===== src/rtl/maria_pkg.sv =====
// Shared definitions for the MARIA DMA master.
//   dma_state_e          : FSM state encoding (idle, halt request, fetch, bus release)
//   HALT_TIMEOUT_DEFAULT : default number of pclk1 pulses to wait for the CPU to halt
//   len_to_count()       : maps the 8-bit length field onto a 9-bit byte count
package maria_pkg;

  typedef enum logic [1:0] {
    StIdle    = 2'd0,
    StHalt    = 2'd1,
    StFetch   = 2'd2,
    StRelease = 2'd3
  } dma_state_e;

  localparam logic [7:0] HALT_TIMEOUT_DEFAULT = 8'd255;

  // A length of zero encodes a full 256-byte transfer.
  function automatic logic [8:0] len_to_count(input logic [7:0] len);
    return (len == 8'd0) ? 9'd256 : {1'b0, len};
  endfunction

endpackage


===== src/rtl/maria_dma_master.sv =====
// MARIA DMA master: halts the CPU, fetches a block of bytes over the shared
// address/data bus and releases the bus again.
//
// Ports
//   clk_sys    : system clock
//   rst        : synchronous active-high reset, overrides every other input
//   pclk0      : phase-0 enable, one fetch per pulse while in FETCH
//   pclk1      : phase-1 enable, paces the halt timeout
//   start      : one-clk transfer request, honoured only when idle
//   base_addr  : first fetch address (latched on start)
//   len        : byte count, 0 means 256 (latched on start)
//   is_halted  : CPU has released the bus
//   halt_n     : active-low halt request to the CPU
//   AB_out     : fetch address, 16'h0000 when not fetching
//   drive_AB   : AB_out is valid and should be driven onto the bus
//   d_in       : read data bus
//   data_out   : last fetched byte
//   data_valid : one-clk strobe for data_out
//   busy       : a transfer is in progress
//   done       : one-clk end-of-transfer pulse (also after an error)
//   err        : one-clk pulse on halt timeout or CPU reclaiming the bus mid-fetch
module maria_dma_master
  import maria_pkg::*;
#(
  parameter logic [7:0] HALT_TIMEOUT = HALT_TIMEOUT_DEFAULT
) (
  input  logic        clk_sys,
  input  logic        rst,
  input  logic        pclk0,
  input  logic        pclk1,
  input  logic        start,
  input  logic [15:0] base_addr,
  input  logic [7:0]  len,
  input  logic        is_halted,
  output logic        halt_n,
  output logic [15:0] AB_out,
  output logic        drive_AB,
  input  logic [7:0]  d_in,
  output logic [7:0]  data_out,
  output logic        data_valid,
  output logic        busy,
  output logic        done,
  output logic        err
);

  dma_state_e  state_q;
  logic [15:0] addr_q;
  logic [8:0]  cnt_q;
  logic [7:0]  tmo_q;
  logic [7:0]  data_q;
  logic        data_valid_q;
  logic        done_q;
  logic        err_q;

  // FSM and datapath.
  always_ff @(posedge clk_sys) begin
    if (rst) begin
      state_q      <= StIdle;
      addr_q       <= 16'h0000;
      cnt_q        <= 9'd0;
      tmo_q        <= 8'd0;
      data_q       <= 8'h00;
      data_valid_q <= 1'b0;
      done_q       <= 1'b0;
      err_q        <= 1'b0;
    end else begin
      // Strobes default low so each is exactly one clk wide.
      data_valid_q <= 1'b0;
      done_q       <= 1'b0;
      err_q        <= 1'b0;

      unique case (state_q)
        StIdle: begin
          if (start) begin
            addr_q  <= base_addr;
            cnt_q   <= len_to_count(len);
            tmo_q   <= HALT_TIMEOUT;
            state_q <= StHalt;
          end
        end

        StHalt: begin
          if (is_halted) begin
            state_q <= StFetch;
          end else if (pclk1) begin
            // Expire on the pulse that would take the counter to zero; a zero
            // timeout expires on the first pulse.
            if (tmo_q <= 8'd1) begin
              tmo_q   <= 8'd0;
              err_q   <= 1'b1;
              state_q <= StRelease;
            end else begin
              tmo_q <= tmo_q - 8'd1;
            end
          end
        end

        StFetch: begin
          // Losing the bus takes precedence over a coincident fetch slot.
          if (!is_halted) begin
            err_q   <= 1'b1;
            state_q <= StRelease;
          end else if (pclk0) begin
            data_q       <= d_in;
            data_valid_q <= 1'b1;
            addr_q       <= addr_q + 16'd1;
            cnt_q        <= cnt_q - 9'd1;
            if (cnt_q == 9'd1) begin
              state_q <= StRelease;
            end
          end
        end

        StRelease: begin
          // done follows err by at least one clk since err is raised on entry.
          if (!is_halted) begin
            done_q  <= 1'b1;
            state_q <= StIdle;
          end
        end

        default: state_q <= StIdle;
      endcase
    end
  end

  // Outputs decoded from registered state only.
  always_comb begin
    halt_n     = 1'b1;
    drive_AB   = 1'b0;
    AB_out     = 16'h0000;
    busy       = (state_q != StIdle);
    data_out   = data_q;
    data_valid = data_valid_q;
    done       = done_q;
    err        = err_q;
    if (state_q == StHalt || state_q == StFetch) begin
      halt_n = 1'b0;
    end
    if (state_q == StFetch) begin
      drive_AB = 1'b1;
      AB_out   = addr_q;
    end
  end

endmodule


===== config.mk =====
export PLATFORM = sky130hd
export DESIGN_NAME = maria_dma_master
export DESIGN_NICKNAME = d
export VERILOG_FILES = /design/src/rtl/maria_pkg.sv /design/src/rtl/maria_dma_master.sv
export SDC_FILE = /design/constraint.sdc
export NUM_CORES = 1
export LEC_CHECK = 0
export ABC_AREA = 0
export CORE_UTILIZATION = 45
export DETAILED_ROUTE_END_ITERATION = 6
export MAX_ROUTING_LAYER = met4
export PLACE_DENSITY = 0.77
export SLEW_MARGIN = 20
export SYNTH_ARGS = -nofsm -noshare
export SYNTH_HDL_FRONTEND = slang
export SYNTH_SLANG_ARGS = --single-unit

===== constraint.sdc =====
create_clock -name clk_sys -period 2.26 [get_ports clk_sys]
set_clock_uncertainty 0.1 [all_clocks]
set_input_delay 0.452 -clock clk_sys [delete_from_list [all_inputs] [get_ports clk_sys]]
set_output_delay 0.452 -clock clk_sys [all_outputs]
set_load 0.02 [all_outputs]

==> impl_metrics.sql <==
INSERT INTO impl_metrics (metric_group, metric, value, unit) VALUES
('outcome', 'outcome', 'finished, final reports clean', ''),
('clocking', 'cts_inserted_buffers', '5', ''),
('grt', 'grt.total_usage', '23.5', '%'),
('die', 'design.die.area', '6480', 'um2'),
('grt', 'grt_antenna_before_repair', '0', ''),
('clocking', 'cts.clk_slew.worst_paths', '90', 'ps'),
('yosys', 'post_synth_num_cell_types', '60', ''),
('yosys', 'post_synth_edffs', '0', ''),
('die', 'fp.dieH', '80.5', 'um'),
('yosys', 'synth.net_count', '409', ''),
('cells_and_area', 'final_layout_size_suffix_gt1_share', '11.5', '%'),
('route', 'routed-via-count', '2834', ''),
('clocking', 'post_cts_buffers', '0', ''),
('yosys', 'yosysTopAreaCell', 'sky130_fd_sc_hd__dfxtp_1', ''),
('route', 'route.antenna.remaining_nets', '0', ''),
('clocking', 'cts_buffer_depth', '2', ''),
('pwr', 'p_leak', '1.38', 'nW'),
('cells_and_area', 'layout.filler_cells', '527', ''),
('route', 'total_detailed_routing_wirelength', '7.04', 'mm'),
('yosys', 'netlist_area', '2770', 'um2'),
('worst_hold_path', 'worstHoldPathType', 'flop to flop', ''),
('critical_path', 'regToRegEndpoint', 'addr_q[6]$_SDFFE_PP0P_', ''),
('pwr', 'peakVddDrop', '629', 'uV'),
('yosys', 'most_numerous_cell_in_the_yosys_netlist', 'sky130_fd_sc_hd__dfxtp_1', ''),
('cells_and_area', 'flow.area_growth_from_synthesis', '31.3', '%'),
('critical_path', 'cp.required', '1710', 'ps'),
('critical_path', 'setup.reg_to_reg.worst_slack', '210', 'ps'),
('yosys', 'synth.top_cell.area_share', '33.2', '%'),
('route', 'firstDrtPassIters', '4', ''),
('critical_path', 'ff2ff_path_depth', '8', ''),
('route', 'drt_iter0_drc', '129', ''),
('critical_path', 'critical_path_class', 'flop to output pin', ''),
('die', 'floorplan.core_area', '5920', 'um2'),
('worst_hold_path', 'min_to', 'data_out[7]$_SDFFE_PP0P_', ''),
('cells_and_area', 'finish.net_count', '480', ''),
('sta', 'unrepaired_setup_endpoints_after_global_routing', 'false', ''),
('yosys', 'ys_dominant_reg_cell', 'sky130_fd_sc_hd__dfxtp_1', ''),
('yosys', 'synth.ff_latch_count', '46', ''),
('critical_path', 'worstReg2RegStart', 'state_q[0]$_SDFFE_PP0P_', ''),
('placement', 'gp_congestion', '0.860', ''),
('placement', 'port_buffers', '67', ''),
('critical_path', 'worstSetupStartpointType', 'flop', ''),
('grt', 'grt_pass1_wl', '11.7', 'mm'),
('worst_hold_path', 'min-delay-start', 'data_out[7]$_SDFFE_PP0P_', ''),
('placement', 'dp_hpwl', '5.21', 'mm'),
('yosys', 'yosys_warnings', '0', ''),
('clocking', 'cts_h_tree_depth', '2', ''),
('pwr', 'power_dens_cells', '1210', 'nW/um2'),
('placement', 'numPlacedInstances', '501', ''),
('route', 'drt-vias-per-instance', '5.58', ''),
('job', 'drv.max_cap_violation_count', '0', ''),
('sta', 'finalCriticalPeriod', '2180', 'ps'),
('cells_and_area', 'final_core_utilization', '61.5', '%'),
('cells_and_area', 'regArea', '922', 'um2'),
('yosys', 'share_of_the_yosys_chip_area_belonging_to_registers', '33.2', '%'),
('sta', 'finalSetupViolations', '0', ''),
('clocking', 'clk-insertion-delay-late', '310', 'ps'),
('sta', 'maxSlewHeadroom', '56.6', '%'),
('yosys', 'post_synth_inst_count', '362', ''),
('yosys', 'synthesis.area_per_instance', '7.66', 'um2'),
('yosys', 'ys_async_sr_fraction', '0', '%'),
('critical_path', 'critical_path_peak_fanout', '20', ''),
('yosys', 'synth.top_cells.by_count', 'sky130_fd_sc_hd__dfxtp_1 (46), sky130_fd_sc_hd__nand2_1 (39), sky130_fd_sc_hd__a21oi_1 (34)', ''),
('grt', 'maximum_number_of_pins_on_one_net_before_global_route_repair', '21', ''),
('sta', 'finalHoldViolations', '0', ''),
('critical_path', 'worst-endpoint-arrival', '1620', 'ps'),
('clocking', 'clock_tree_from_tritoncts', 'done', ''),
('die', 'start_util', '46.9', '%'),
('sta', 'tightest_slew', '647', 'ps'),
('cells_and_area', 'multi_input_area', '1690', 'um2'),
('die', 'ios', '68', '');
## worst max-delay path by stage
stage                            start                 endpoint  slack [ps]
2_1_floorplan  state_q[0]$_SDFFE_PP0P_                AB_out[0]          80
3_3_place_gp                     pclk0  addr_q[10]$_SDFFE_PP0P_          40
3_5_place_dp   state_q[0]$_SDFFE_PP0P_               AB_out[14]          30
4_1_cts        state_q[0]$_SDFFE_PP0P_               AB_out[15]           9
5_1_grt        state_q[0]$_SDFFE_PP0P_                AB_out[3]           2
6_report       state_q[0]$_SDFFE_PP0P_                AB_out[3]          80
## sequential cells by signal (all words and copies together) (netlist names)
| signal | count |
|---|---|
| state_q | 2 |
| data_valid | 1 |
| done | 1 |
| tmo_q | 8 |
| cnt_q | 9 |
| data_out | 8 |
| addr_q | 16 |
| err | 1 |
## layer usage
metal / part of all wire (%) / wire (um) / track usage, % / vias up
met4: 1.0 / 72 / 5.89 / 0
met3: 5.3 / 371 / 3.98 / 7
met1: 46 / 3210 / 29.0 / 1314
met2: 48 / 3390 / 39.5 / 72
met5: 0 / 0 / - / -
li1: - / - / - / 1441
## worst max-delay path: stages, from the launching register on
cell	delay, ps
sky130_fd_sc_hd__dfxtp_2	340
sky130_fd_sc_hd__inv_1	110
sky130_fd_sc_hd__ha_2	250
sky130_fd_sc_hd__buf_12	160
sky130_fd_sc_hd__and2_1	130
sky130_fd_sc_hd__dlygate4sd2_1	330
## power by group
part | total [W] | internal, W | switching, W
sequential | 0.00139 | 0.00108 | 0.000306
clock | 0.000497 | 0.000213 | 0.000284
combinational | 0.00252 | 0.00109 | 0.00143
total | 0.00440 | 0.00238 | 0.00202
## placed cells by master, fill, tap and decap left out, drive strengths merged, types with 7 or more instances in the layout
cell	n
nor2b	10
ha	9
clkbuf	11
dfxtp	46
inv	17
nor4	9
clkdlybuf4s50	48
nand3	11
nor3	9
nor2	30
nand2	39
dlygate4sd2	9
buf	19
a21oi	34
a22oi	7
o21ai	32
and2	13
## cells by family (layout without fill, tap and decap cells)
family / Yosys count / count (layout) / share of synthesized area (%)
compound gates: 112 / 112 / 25.6
fa+ha+maj: 9 / 9 / 4.06
buf+inv: 40 / 111 / 6.09
flops: 46 / 46 / 33.2
mux: 3 / 3 / 1.08
simple gates: 152 / 152 / 30.0
## metrics by stage
step	total power, W	worst slack (ps)	hold slack [ps]	area (um2)
after floorplan	0.00315	79.1	353	2780
after global placement	0.00387	41.2	342	3590
after detailed placement	0.00393	28.9	346	3590
after CTS	0.00441	8.76	358	3650
after global routing	0.00480	1.74	381	3640
final	0.00440	84.0	357	3640
## cell type report
type                            instances  share of cell area [%]
Clock inverter                          1                   0.206
Tap cell                               75                    2.58
Inverter                               18                    1.89
Clock buffer                            6                    1.99
Sequential cell                        46                    25.3
Multi-Input combinational cell        276                    46.3
Timing Repair Buffer                   86                    21.7
## what timing repair did
item	CTS	global route
hold buffers	0	0
gates resized for setup	21	15
setup endpoints to repair	19	18
pin swaps	0	0
Power figures use the tool's default switching activity.
